[config.mk]
export PLATFORM = sky130hd
export DESIGN_NAME = ipv4_tx_scheduler
export DESIGN_NICKNAME = d
export VERILOG_FILES = /design/src/rtl/ipv4_tx_scheduler.sv
export SDC_FILE = /design/constraint.sdc
export NUM_CORES = 1
export LEC_CHECK = 0
export ABC_AREA = 1
export BUFFER_PORTS_ARGS = -buffer_cell sky130_fd_sc_hd__buf_4
export CORE_AREA = 2 2 190 192
export CTS_CLUSTER_SIZE = 12
export DETAILED_ROUTE_END_ITERATION = 16
export DIE_AREA = 0 0 192 194
export PLACE_DENSITY = 0.4
export SLEW_MARGIN = 20
export SYNTH_ARGS = -nofsm -noshare
export SYNTH_HDL_FRONTEND = slang
export SYNTH_SLANG_ARGS = --single-unit
[constraint.sdc]
create_clock -name clk -period 2.5 [get_ports clk]
set_input_delay 0.5 -clock clk [delete_from_list [all_inputs] [get_ports clk]]
set_output_delay 0.5 -clock clk [all_outputs]
set_load 0.05 [all_outputs]
[src/rtl/ipv4_tx_scheduler.sv]
`default_nettype none
// ============================================================================
// Module      : ipv4_tx_scheduler
// Description : Round-robin arbiter sharing the layer-3 IPv4 TX bus between
//               NUM_PORTS layer-4 engines. The granted engine's strobes, data
//               and per-packet metadata pass through a one-cycle registered
//               mux. The bus is released on commit, drop or loss of request.
//               Optional build macro IPV4_TX_SCHED_WATCHDOG_EN adds a grant
//               watchdog that force-drops a packet held WATCHDOG_CYCLES cycles.
// Revision    : 1.0 - initial release
// ============================================================================
module ipv4_tx_scheduler #(
  parameter int NUM_PORTS       = 4,
  parameter int WATCHDOG_CYCLES = 4096
) (
  input  logic                      clk,
  input  logic                      rst_n,
  input  logic [NUM_PORTS-1:0]      req,
  output logic [NUM_PORTS-1:0]      grant,
  input  logic [NUM_PORTS-1:0]      in_start,
  input  logic [NUM_PORTS-1:0]      in_data_valid,
  input  logic [NUM_PORTS-1:0]      in_commit,
  input  logic [NUM_PORTS-1:0]      in_drop,
  input  logic [3*NUM_PORTS-1:0]    in_bytes_valid,
  input  logic [32*NUM_PORTS-1:0]   in_data,
  input  logic [16*NUM_PORTS-1:0]   in_payload_len,
  input  logic [32*NUM_PORTS-1:0]   in_dst_ip,
  input  logic [8*NUM_PORTS-1:0]    in_protocol,
  output logic                      out_start,
  output logic                      out_data_valid,
  output logic                      out_commit,
  output logic                      out_drop,
  output logic [2:0]                out_bytes_valid,
  output logic [31:0]               out_data,
  output logic [15:0]               out_payload_len,
  output logic [31:0]               out_dst_ip,
  output logic [7:0]                out_protocol,
  output logic                      err_unsolicited,
  output logic                      err_timeout
);

  localparam int             IW       = (NUM_PORTS > 1) ? $clog2(NUM_PORTS) : 1;
  localparam logic [IW-1:0]  LAST_RST = IW'(NUM_PORTS - 1);
  localparam logic [15:0]    WD_LIMIT = 16'(WATCHDOG_CYCLES - 1);

  typedef enum logic [1:0] {
    S_IDLE    = 2'd0,
    S_ACTIVE  = 2'd1,
    S_HOLDOFF = 2'd2
  } state_t;

  state_t                state, state_nxt;
  logic [NUM_PORTS-1:0]  grant_nxt;
  logic [IW-1:0]         last_grant, last_nxt;
  logic [IW-1:0]         pick_idx, cand;
  logic                  pick_found;
  logic                  st_nxt, dv_nxt, cm_nxt, dr_nxt, to_nxt, unsol_nxt;
  logic                  g_start, g_dv, g_commit, g_drop, g_req;
  logic [31:0]           sel_data;
  logic [2:0]            sel_bytes;
  logic [15:0]           wd_cnt;
  logic                  wd_fire;

  // Strobes and payload of the currently granted port (last_grant holds its index while ACTIVE)
  assign g_start   = in_start[last_grant];
  assign g_dv      = in_data_valid[last_grant];
  assign g_commit  = in_commit[last_grant];
  assign g_drop    = in_drop[last_grant];
  assign g_req     = req[last_grant];
  assign sel_data  = in_data[32*int'(last_grant) +: 32];
  assign sel_bytes = in_bytes_valid[3*int'(last_grant) +: 3];

  // Any strobe from a port not currently holding the grant is a protocol error
  assign unsol_nxt = |((in_start | in_data_valid | in_commit | in_drop) & ~grant);

`ifdef IPV4_TX_SCHED_WATCHDOG_EN
  localparam logic WD_EN = 1'b1;

  // Watchdog counter: zero outside ACTIVE, counts every cycle the grant is held
  always_ff @(posedge clk or negedge rst_n) begin
    if (!rst_n) begin
      wd_cnt <= '0;
    end else if (state != S_ACTIVE) begin
      wd_cnt <= '0;
    end else begin
      wd_cnt <= wd_cnt + 16'd1;
    end
  end
`else
  localparam logic WD_EN = 1'b0;
  assign wd_cnt = '0;
`endif

  // Fires on the last permitted ACTIVE cycle so the forced drop lands right after it
  assign wd_fire = WD_EN && (state == S_ACTIVE) && (wd_cnt == WD_LIMIT);

  // Round-robin search upward from last_grant+1; descending loop lets the nearest candidate win
  always_comb begin
    pick_found = 1'b0;
    pick_idx   = last_grant;
    cand       = '0;
    for (int k = NUM_PORTS; k >= 1; k--) begin
      cand = IW'((int'(last_grant) + k) % NUM_PORTS);
      if (req[cand]) begin
        pick_found = 1'b1;
        pick_idx   = cand;
      end
    end
  end

  // Next-state, next-grant and forwarded-strobe logic
  always_comb begin
    state_nxt = state;
    grant_nxt = grant;
    last_nxt  = last_grant;
    st_nxt    = 1'b0;
    dv_nxt    = 1'b0;
    cm_nxt    = 1'b0;
    dr_nxt    = 1'b0;
    to_nxt    = 1'b0;
    case (state)
      S_IDLE: begin
        if (pick_found) begin
          grant_nxt = NUM_PORTS'(1) << pick_idx;
          last_nxt  = pick_idx;
          state_nxt = S_ACTIVE;
        end
      end
      S_ACTIVE: begin
        if (g_commit || g_drop) begin
          // Drop wins when both end strobes arrive together
          st_nxt    = g_start;
          dv_nxt    = g_dv;
          cm_nxt    = g_commit & ~g_drop;
          dr_nxt    = g_drop;
          grant_nxt = '0;
          state_nxt = S_HOLDOFF;
        end else if (!g_req) begin
          // Requester abandoned its packet: tell the stack to discard it
          dr_nxt    = 1'b1;
          grant_nxt = '0;
          state_nxt = S_HOLDOFF;
        end else if (wd_fire) begin
          dr_nxt    = 1'b1;
          to_nxt    = 1'b1;
          grant_nxt = '0;
          state_nxt = S_HOLDOFF;
        end else begin
          st_nxt = g_start;
          dv_nxt = g_dv;
        end
      end
      S_HOLDOFF: state_nxt = S_IDLE;
      default:   state_nxt = S_IDLE;
    endcase
  end

  // State, grant and output register bank
  always_ff @(posedge clk or negedge rst_n) begin
    if (!rst_n) begin
      state           <= S_IDLE;
      grant           <= '0;
      last_grant      <= LAST_RST;
      out_start       <= 1'b0;
      out_data_valid  <= 1'b0;
      out_commit      <= 1'b0;
      out_drop        <= 1'b0;
      out_bytes_valid <= '0;
      out_data        <= '0;
      err_unsolicited <= 1'b0;
      err_timeout     <= 1'b0;
    end else begin
      state           <= state_nxt;
      grant           <= grant_nxt;
      last_grant      <= last_nxt;
      out_start       <= st_nxt;
      out_data_valid  <= dv_nxt;
      out_commit      <= cm_nxt;
      out_drop        <= dr_nxt;
      out_bytes_valid <= (state == S_ACTIVE) ? sel_bytes : 3'd0;
      out_data        <= (state == S_ACTIVE) ? sel_data  : 32'd0;
      err_unsolicited <= unsol_nxt;
      err_timeout     <= to_nxt;
    end
  end

  // Packet metadata is captured with the forwarded start and held until the next one
  always_ff @(posedge clk or negedge rst_n) begin
    if (!rst_n) begin
      out_payload_len <= '0;
      out_dst_ip      <= '0;
      out_protocol    <= '0;
    end else if (st_nxt) begin
      out_payload_len <= in_payload_len[16*int'(last_grant) +: 16];
      out_dst_ip      <= in_dst_ip[32*int'(last_grant) +: 32];
      out_protocol    <= in_protocol[8*int'(last_grant) +: 8];
    end
  end

endmodule
`default_nettype wire

; After elaboration in Yosys (flattened, before gate mapping)
; Index checks and enable logic that the tools add are counted.
[classes]
addsub = 4
mul = 1
div_mod_pow = 0
n_lt_le_gt_ge = 5
eq_ne = 3
shift = 6
n_mux = 47
n_bitwise = 7
n_reduce_logical = 7
[ops]
columns = operator, count
row1 = variable part select 128 x 8 -> 32 bit, 2
row2 = variable part select 64 x 7 -> 16 bit, 1
row3 = 2-to-1 mux 32 bit, 1
row4 = variable part select 32 x 6 -> 8 bit, 1
row5 = 2-to-1 mux 1 bit, 24
row6 = binary-select mux 1 bit (select 2 bit), 9
row7 = "less-than comparator 2 x 3 -> 1 bit, second input constant", 5
row8 = 2-to-1 mux 2 bit, 7
row9 = 2-to-1 mux 4 bit, 3
row10 = OR 4 bit, 3
row11 = variable part select 12 x 5 -> 3 bit, 1
row12 = case mux 4 bit (2 select lines), 1
row13 = "adder 2 x 1 -> 2 bit, second input constant", 2
row14 = "adder 2 bit, second input constant", 2
row15 = AND 4 bit, 1
row16 = "multiplier 2 x 2 -> 4 bit, first input constant", 1
row17 = NOT 4 bit, 1
row18 = case mux 2 bit (2 select lines), 1
row19 = AND reduction 2 bit, 2
row20 = OR reduction 4 bit, 1
row21 = "left shift 1 x 2 -> 4 bit, first input constant", 1
row22 = 2-to-1 mux 3 bit, 1
row23 = "!= test 3 bit, second input constant", 1
row24 = AND reduction 3 bit, 1
row25 = 7 further kinds, 7
[totals]
ff_bits = 104
latchBits = 0
ram_bits = 0
rom_bits = 0
in_bits = 386
out_inout_bits = 101
word_cells = 93
n_memories = 0

; Longest topological paths before layout
; Gate-level depths: netlist of the first run.
[logic_depth]
word_depth = 10
mapped_depth = 12
depth_no_buf = 11

; Least setup slack after synthesis of the first run
; No wires, ideal clock.
[synth_path]
path_type = reg2reg
from = reg last_grant[1]
to = reg out_dst_ip[0]
setup_ns = 0.119
arrival_ns = 1.665
required_time_ns = 2.381
slack_ns = 0.715
stages_incl_launch_ff = 12
path_buffers = 3
synth_period_minus_slack_ns = 1.785
path_cell_list = dfstp_2 > buf_4 > inv_2 > nor2_2 > a21oi_1 > and2_4 > nand3b_4 > nand3_2 > buf_4 > buf_4 > nand2_1 > nand2_1
[synth_via]
elab_chain_cells = 5
elab_cells_between_ends = 13
cone_classes = shift: 1 / mux: 11 / reduce/logical: 1
[synth_rtl]
columns = item, line_no
row1 = start: declaration, 54  ; logic [IW-1:0] last_grant, last_nxt;
row2 = start signal: assignment, 175  ; last_grant <= last_nxt;
row3 = "parallel branches: the longest is 5 deep, another holds variable part select 128 x 8 -> 32 bit", --
row4 = end signal: assignment, 195  ; out_dst_ip <= in_dst_ip[32*int'(last_grant) +: 32];
row5 = end: declaration, 36  ; output logic [31:0] out_dst_ip,
; Several ways; the timed one is not identified. The select of a mux whose other input is x is not followed.
; A chain may end at the register's enable or synchronous reset.

; Final worst setup path of the first run
[layout_path]
from = reg last_grant[1]
to = reg out_payload_len[11]
[layout_via]
elab_chain_cells = 5
elab_cells_between_ends = 13
cone_classes = shift: 1 / mux: 11 / reduce/logical: 1
[layout_rtl]
columns = item, line_no
row1 = "parallel branches: the longest is 5 deep, another holds variable part select 64 x 7 -> 16 bit", --
row2 = end signal: assignment, 194  ; out_payload_len <= in_payload_len[16*int'(last_grant) +: 16];
row3 = end: declaration, 35  ; output logic [15:0] out_payload_len,
; Several ways; the timed one is not identified. The select of a mux whose other input is x is not followed.

==> flow_summary.ini, run 1 <==
[sta]
fin_skew_ns = 0.00766
fin_crit_sh = 0.857
setup_viol = 0
hold_ws_ns = 0.0987
hold_viol = 0
fmax_mhz = 467
tightest_slew_ns = 0.780
slew_headroom = 0.480
period_needed_ns = 2.14
report.final.slew_viol_count = 0
finalSetupTns_ns = 0
worst_slack_ns = 0.358
rsz0062_at_grt = no

[worst_setup_path]
path_cells = inv_2 > nand2_1 > clkinv_2 > nand2_1 > nand4_1 > nand3_2 > buf_12 > nand2_1 > nand2_1
r2r-end = out_payload_len[11]
r2r-start = last_grant[1]
path_common_cell = nand2_1
arrival_ns = 2.45
path_max_fanout = 57
cp_slowest_stage_delay_ns = 0.64
cp-start-kind = flop
critPathBufInv = 3
cp-end-kind = flop
worstSetupPathType = reg -> reg
rr_worst_depth = 9
required_ns = 2.81
crit_family = simple AND/OR/NAND/NOR gates
cpMaxStageDelayCell = dfstp_2
rrSetupSlack_ns = 0.36

[synth]
syn-num-nets = 1219
yosys.area.top_type = dfrtp_1
synth_seq_cells = 104
ys_seq_area_frac = 0.425
synth_top_area_frac = 0.416
syn_area_per_cell_um2 = 7.36
synth_warnings = 0
syn-instance-count = 833
synthesis.area_um2 = 6130
ys_types = 28
synth.area.top_cells = dfrtp_1 42%, nand2_1 22%, a22oi_1 11%, nand4_1 6.0%, nand3_1 5.5%

[floorplan]
row_count = 69
die_area_um2 = 37200
io_pins = 487
die_x_um = 192
initial_core_util = 0.174
fp.dieH_um = 194
core_um2 = 35200

[power_and_ir_drop]
p_total_w = 0.0138
ir_drop_uv = 646
power.density_nw_per_um2 = 1290
power_leakage_nw = 5.46

[clock_tree]
cts.path.max_buffers = 2
postCtsHoldBufs = 0
clk_pin_slew_ns = 0.07
cts_setup_buffers = 0
cts_root_buf = clkbuf_16
post_cts_resized = 0
cts_buffers = 9
cts_sinks = 104
clk_latency_ns = 0.37
cts.htree.levels = 3
cts_tree = built

[placed_design]
io_buffers = 485
dpl.cell_count = 1725
routabilityCongestion = 0.808
hpwl_um = 25300
place_ws_ns = 0.324

[final_layout]
area_delta_synth_final_pct = 73.3
ff_latch_area_um2 = 2610
n_antenna_cell = 0
finalNonFillerCells = 1741
nFillCells = 3855
multi_input_area_um2 = 3150
fin_nets = 1661
drive_gt1_frac = 0.415

[global_route]
grt_start_max_net_pins = 105
gr-total-overflow = 0
busiest_layer = met2
grtUsageMet3 = 0.0371
met1_usage = 0.191
first_global_vias = 7670
use_met2 = 0.321
track_usage = 0.171
grt_pass1_wl_um = 47500
antenna_found_initial = 1

[detailed_routing]
drc = 0
wl_per_cell_um = 19.0
detailroute.via_count = 7723
drt_wl_total_um = 33100
antenna_left = 0
via_per_inst = 4.44
drt-initial-drc-count = 292
firstDrtPassIters = 6

[hold_path]
min_path_type = in -> async

[run]
max_cap_violations = 0

[run_status]
status = finished clean
## worst reg2reg max path, delay by kind of cell, from the launching register on
family	cells	cell delay, ns
buf+inv	3	0.59
flops	1	0.64
simple gates	6	0.86
## state kept, by name (all words and copies together) (netlist names)
register,cells
out_dst_ip,32
out_drop,1
out_bytes_valid,3
out_data,32
out_commit,1
state,2
last_grant,2
err_unsolicited,1
out_protocol,8
out_payload_len,16
out_data_valid,1
grant,4
out_start,1
## final cells by class
class / count / area share
repair buffers: 501 / 0.363
multi-input cells: 639 / 0.296
flip-flops and latches: 104 / 0.245
well taps: 461 / 0.0543
clock buffers: 11 / 0.0238
clock inverters: 5 / 0.00966
inverters: 20 / 0.00730
## layout by cell type (no fill, tap or decap)
cell and n:
a21oi_1 4, a221oi_1 1, a22oi_1 91, a31oi_1 35, and2_4 1, buf_12 8
buf_4 493, bufinv_16 3, clkbuf_16 9, clkbuf_8 2, clkinv_1 1, clkinv_2 3
clkinvlp_4 1, conb_1 1, dfrtp_1 102, dfstp_2 2, inv_1 15, inv_2 2
nand2_1 355, nand2_2 1, nand3_1 68, nand3_2 1, nand3b_1 1, nand3b_4 1
nand4_1 59, nor2_1 9, nor2_2 1, nor2_4 3, nor4_1 2, o21ai_0 2
o22ai_1 1, o41ai_1 2
## Yosys cell counts (all sizes together)
| library cell | number |
|---|---|
| inv | 19 |
| a22oi | 91 |
| o21ai | 2 |
| nor2 | 13 |
| conb | 1 |
| nand4 | 59 |
| a221oi | 1 |
| a31oi | 35 |
| a21oi | 4 |
| nor4 | 2 |
| clkbuf | 31 |
| clkinv | 1 |
| o22ai | 1 |
| buf | 39 |
| nand3 | 69 |
| dfstp | 2 |
| o41ai | 2 |
| dfrtp | 102 |
| and2 | 1 |
| nand3b | 2 |
| nand2 | 356 |
## per-stage QoR
stage / util / cell area [µm²]
after floorplan: - / 6130
after global placement: 0.292 / 10300
after detailed placement: 0.292 / 10300
after CTS: 0.302 / 10600
after global routing: 0.302 / 10600
final: 0.302 / 10600
## logic make-up after synthesis
family / after synthesis / synth area share
other: 1 / 0.000612
DFF: 104 / 0.425
AOI/OAI and AO/OA: 136 / 0.157
and+or+nand+nor: 502 / 0.352
buffers and inverters: 90 / 0.0649
## metal layers
metal | share of wire | vias to the layer above | routed length [µm]
li1 | - | 3777 | -
met4 | 0.018 | 2 | 590
met3 | 0.075 | 25 | 2470
met1 | 0.38 | 3606 | 12500
met5 | 0.00036 | - | 12
met2 | 0.53 | 313 | 17500
## worst max path at each step
| stage | from | endpoint | slack (ns) | depth (start not counted) |
|---|---|---|---|---|
| floorplan | last_grant[1] | out_dst_ip[0] | 0.72 | 11 |
| global placement | last_grant[1] | out_payload_len[14] | 0.44 | 9 |
| detailed placement | last_grant[1] | out_payload_len[11] | 0.32 | 9 |
| CTS | last_grant[1] | out_payload_len[11] | 0.32 | 9 |
| global route | last_grant[1] | out_payload_len[2] | 0.09 | 9 |
| finish | last_grant[1] | out_payload_len[11] | 0.36 | 9 |
## power by group
group / switching, W / internal, W
clock: 0.000712 / 0.00103
sequential: 0.000374 / 0.00240
combinational: 0.00645 / 0.00279
total: 0.00754 / 0.00622
No activity file was read; power rests on OpenSTA's default activity.
==> run 2: changes to the inputs <==
- CORE_AREA: 2 2 190 192 -> 2 2 191 193
- DIE_AREA: 0 0 192 194 -> 0 0 193 195
- PLACE_DENSITY: 0.4 -> unset
- PLACE_DENSITY_LB_ADDON: unset -> 0.08
==> run 2 against run 1 <==
  * Clock power is 20% lower
  * Register-to-register slack better by 0.07 ns
  * Hold slack better by 0.038 ns
==> flow_summary.ini, run 2 (same netlist as run 1, synthesis figures left out) <==
[sta]
worst_slack_ns = 0.429
rsz0062_at_grt = no
finalSetupTns_ns = 0
hold_viol = 0
tightest_slew_ns = 0.711
fmax_mhz = 483
setup_viol = 0
fin_skew_ns = 0.00674
fin_crit_sh = 0.829
slew_headroom = 0.526
report.final.slew_viol_count = 0
period_needed_ns = 2.07
hold_ws_ns = 0.137

[worst_setup_path]
path_cells = inv_2 > nand2_1 > nor2_1 > a21oi_1 > and2_4 > nand3b_4 > buf_4 > nand4_1 > nand2_1
path_max_fanout = 44
cp-start-kind = flop
worstSetupPathType = reg -> reg
cp_slowest_stage_delay_ns = 0.65
cpMaxStageDelayCell = dfstp_2
path_common_cell = nand2_1
arrival_ns = 2.32
required_ns = 2.75
cp-end-kind = flop

[floorplan]
row_count = 69
io_pins = 487
die_x_um = 193
fp.dieH_um = 195
die_area_um2 = 37600
core_um2 = 35400
initial_core_util = 0.173

[global_route]
grt_pass1_wl_um = 47900
track_usage = 0.171
antenna_found_initial = 2
first_global_vias = 7834
grt_start_max_net_pins = 105
gr-total-overflow = 0

[power_and_ir_drop]
internal_power_w = 0.00588
power.switching_w = 0.00757
power.density_nw_per_um2 = 1280
p_total_w = 0.0134
switching_share = 0.563
seqPwrFrac = 0.206
clkPwrFrac = 0.104
ir_drop_uv = 641
p_comb_frac = 0.690
power_leakage_nw = 5.43

[clock_tree]
post_cts_resized = 0
cts_buffers = 9
cts.htree.levels = 3
cts_root_buf = clkbuf_16
cts_tree = built
cts_setup_buffers = 0
clk_pin_slew_ns = 0.07
cts.path.max_buffers = 2
clk_latency_ns = 0.36
postCtsHoldBufs = 0
cts_sinks = 104

[detailed_routing]
drt_wl_total_um = 33600
drc = 0
via_per_inst = 4.43
wl_per_cell_um = 19.2
firstDrtPassIters = 4
drt-initial-drc-count = 272
detailroute.via_count = 7731
antenna_left = 0

[placed_design]
routabilityCongestion = 0.797
post_dp_cell_area_um2 = 10300
io_buffers = 485
place_ws_ns = 0.425
hpwl_um = 26100

[final_layout]
area_delta_synth_final_pct = 72.0
reg.largest.list = out_data (32), out_dst_ip (32), out_payload_len (16)
layout_common_cells = 499 x buf_4, 355 x nand2_1, 102 x dfrtp_1, 91 x a22oi_1, 68 x nand3_1
drive_gt1_frac = 0.414
final_common_cell = buf_4
stdcell_area_um2 = 10500
fin_nets = 1665
nFillCells = 3939

[run]
max_cap_violations = 0

[run_status]
status = finished clean

[hold_path]
min_path_type = in -> async
-- run 2: cell count changes in the layout (fill, tap and decap cells not counted) --
cell,previous run,this run
clkbuf_8,2,1
diode_2,0,2
bufinv_16,3,0
buf_12,8,6
buf_4,493,499
clkinv_2,3,4
clkbuf_1,0,3
-- run 2: layer usage --
metal / up-vias / wire length [µm] / track usage
li1: 3785 / - / -
met1: 3591 / 12700 / 0.194
met2: 330 / 17600 / 0.316
met3: 25 / 2570 / 0.0354
met4: 0 / 663 / 0.0567
met5: - / 0 / 0
-- run 2: cell type report --
cell class	instances	area, µm²	area share
well taps	461	577	0.0547
clock buffers	13	250	0.0237
flip-flops and latches	104	2610	0.247
clock inverters	3	17.5	0.00166
inverters	20	77.6	0.00735
repair buffers	505	3870	0.367
diodes	2	5.00	0.000474
multi-input cells	639	3150	0.299
-- run 2: path summary, 6_finish.rpt --
kind / start / end / slack [ns] / cells after the start
min in group clk: in_drop[1] / err_unsolicited / 0.41 / 3
worst max-delay path: last_grant[1] / out_payload_len[9] / 0.43 / 9
worst max register to register: last_grant[1] / out_payload_len[9] / 0.43 / 9
worst min-delay path: rst_n / out_start / 0.14 / 2
worst min register to register: out_dst_ip[26] / out_dst_ip[26] / 0.47 / 2
max in group asynchronous: rst_n / grant[0] / 1.75 / 2
-- run 2: critical path: cells and delay by family, from the launching register on --
kind	cells	cell delay (ns)
AOI/OAI and AO/OA	1	0.20
buffers and inverters	2	0.40
and+or+nand+nor	6	0.67
DFF	1	0.65
-- run 2: power by group through the flow --
stage / clock network (W) / registers, W / logic (W)
global placement: 0 / 0.00281 / 0.00955
global route: 0.00152 / 0.00286 / 0.0101
finish: 0.00140 / 0.00277 / 0.00928
floorplan: 0 / 0.00501 / 0.00375
detailed placement: 0 / 0.00281 / 0.00951
CTS: 0.00146 / 0.00278 / 0.00953
-- run 2: stage by stage --
step	util	instances
2_1_floorplan	-	833
3_3_place_gp	0.290	1729
3_5_place_dp	0.290	1729
4_1_cts	0.298	1745
5_1_grt	0.298	1747
6_report	0.298	1747
==> run 3: changes to the inputs <==
- ABC_AREA: 1 -> 0
- CORE_AREA: 2 2 191 193 -> 2 2 190 192
- DIE_AREA: 0 0 193 195 -> 0 0 192 194
- clock period: 2.5 -> 2 ns (I/O delays scaled with it)
==> run 3 against run 2 <==
  * The run now ends with setup timing left
  * Cell area rose by 5.8%
  * Clock skew up 0.0055 ns
  * Sequential share of layout area is 1.3 points lower
  * Critical path type unchanged
  * Highest routed layer unchanged
==> flow_summary.ini, run 3 <==
[placed_design]
hpwl_um = 20300
routabilityCongestion = 0.714
dpl.cell_count = 1316
io_buffers = 485
place_ws_ns = -0.526

[synth]
synth_warnings = 0
syn_area_per_cell_um2 = 16.7
ys_types = 38
syn-instance-count = 374
async_flop_share = 1.00
synthesis.area_um2 = 6260
ys_top_cells_by_count = 102 x dfrtp_1, 96 x mux4_2, 35 x and2_1, 29 x mux2_4, 27 x mux2_2
yosys.area.top_type = dfrtp_1
synth_edf_count = 0
synth_top_area_frac = 0.408
synth.area.top_cells = dfrtp_1 41%, mux4_2 35%, mux2_4 7.0%, mux2_2 4.9%, and2_1 3.5%
yosysMostFrequentCell = dfrtp_1
synth_seq_cells = 104
syn-num-nets = 760
ys_seq_area_frac = 0.416
ys.flop_type = dfrtp_1

[sta]
setup_viol = 59
fin_crit_sh = 1.23
hold_viol = 0
fin_skew_ns = 0.0123
finalSetupTns_ns = -22.90
rsz0062_at_grt = yes
fmax_mhz = 406
hold_ws_ns = 0.393
report.final.slew_viol_count = 0
period_needed_ns = 2.46
worst_slack_ns = -0.463

[global_route]
grt_start_max_net_pins = 51
grtUsageMet3 = 0.0434
gr-total-overflow = 0
grt_pass1_wl_um = 36700
use_met2 = 0.248
first_global_vias = 5988
busiest_layer = met2
met1_usage = 0.144
track_usage = 0.131
antenna_found_initial = 0

[final_layout]
finalNonFillerCells = 1341
area_delta_synth_final_pct = 78.2
drive_gt1_frac = 0.795
multi_input_area_um2 = 3530
n_antenna_cell = 0
fin_nets = 1261
nFillCells = 3583
layout_common_cells = 507 x buf_4, 102 x dfrtp_1, 96 x mux4_2, 52 x mux2_4, 35 x and2_1
reg.largest.list = out_data (32), out_dst_ip (32), out_payload_len (16)
final_common_cell = buf_4
ff_latch_area_um2 = 2610

[detailed_routing]
firstDrtPassIters = 4
detailroute.via_count = 5487
via_per_inst = 4.09
drt-initial-drc-count = 105
drt_wl_total_um = 25500
drc = 0
antenna_left = 0
wl_per_cell_um = 19.0

[run]
max_cap_violations = 0

[floorplan]
core_um2 = 35200
die_area_um2 = 37200
io_pins = 487
initial_core_util = 0.178
fp.dieH_um = 194
row_count = 69
die_x_um = 192

[worst_setup_path]
r2r-start = last_grant[0]
worst-path-stages = 6
path_max_fanout = 7
cp_slowest_stage_delay_ns = 0.65
path_cells = mux4_2 > or3_4 > nand3_4 > buf_12 > clkbuf_16 > mux2_4
cp-end-kind = flop
critPathBufInv = 2
required_ns = 2.23
rr_worst_depth = 6
cp-start-kind = flop
crit_path_end = out_dst_ip[30]
crit_family = multiplexers
r2r-end = out_dst_ip[30]
cpMaxStageDelayCell = dfstp_4
arrival_ns = 2.70
rrSetupSlack_ns = -0.46
startpoint = last_grant[0]
worstSetupPathType = reg -> reg

[clock_tree]
cts_buffers = 9
clk_latency_ns = 0.36
cts.path.max_buffers = 2
cts.htree.levels = 3
cts_sinks = 104
clk_pin_slew_ns = 0.08
cts_root_buf = clkbuf_16
cts_tree = built

[power_and_ir_drop]
p_total_w = 0.0177
ir_drop_uv = 696
power_leakage_nw = 5.40
power.density_nw_per_um2 = 1580

[hold_path]
min_path_type = in -> reg

[run_status]
status = finished with violations
violations = setup timing
[run 3: worst register-to-register path: stages (launching register included)]
cell and delay (ns):
dfstp_4 0.65, mux4_2 0.51, or3_4 0.42, nand3_4 0.18, buf_12 0.15, clkbuf_16 0.15
mux2_4 0.30
[run 3: per-stage QoR]
step	area, µm²	utilization
5_1_grt	11200	0.317
3_5_place_dp	10600	0.300
3_3_place_gp	10600	0.300
4_1_cts	11100	0.315
6_report	11200	0.317
2_1_floorplan	6260	-
[run 3: cell families (layout without fill, tap and decap cells)]
kind of cell	after synthesis	in the layout	synth area share
AO/OA/AOI/OAI	15	15	0.0184
other	1	1	0.000599
flip-flops	104	104	0.416
buffers and inverters	37	543	0.0372
AND/OR/NAND/NOR	64	64	0.0628
multiplexers	153	153	0.465
[run 3: worst min-delay path by stage]
stage | start | end | slack [ns] | cells after the start
floorplan | rst_n | err_unsolicited | 0.10 | 0
global placement | rst_n | out_data[8] | 0.36 | 1
finish | in_data_valid[2] | err_unsolicited | 0.39 | 3
CTS | in_start[2] | err_unsolicited | 0.38 | 3
detailed placement | rst_n | out_data[7] | 0.36 | 1
global route | in_data_valid[2] | err_unsolicited | 0.38 | 3
[run 3: layer usage]
layer,wire length [µm],up-vias
li1,-,2498
met5,0,-
met1,9150,2700
met4,129,0
met2,13700,284
met3,2550,5
[run 3: area by class of cell]
class	instances	share of cell area
Clock buffer	11	0.0227
Clock inverter	5	0.00404
Inverter	3	0.00101
Multi-Input combinational cell	233	0.316
Sequential cell	104	0.234
Tap cell	461	0.0517
Timing Repair Buffer	524	0.370
[run 3: report_power, final]
part | internal (W) | total, W | switching (W) | leakage, nW
registers | 0.00314 | 0.00364 | 0.000504 | 1.29
clock network | 0.000939 | 0.00184 | 0.000903 | 0.145
logic | 0.00558 | 0.0122 | 0.00659 | 3.97
[run 3: what timing repair did]
action / 4_1_cts / 5_1_grt
endpoints found under the hold margin: 22 / 0
pin swaps: 0 / 1
gates resized for setup: 20 / 21
endpoints found under the setup margin: 62 / 69
hold buffers: 1 / 0
setup buffers: 6 / 2
cloned: 2 / 1
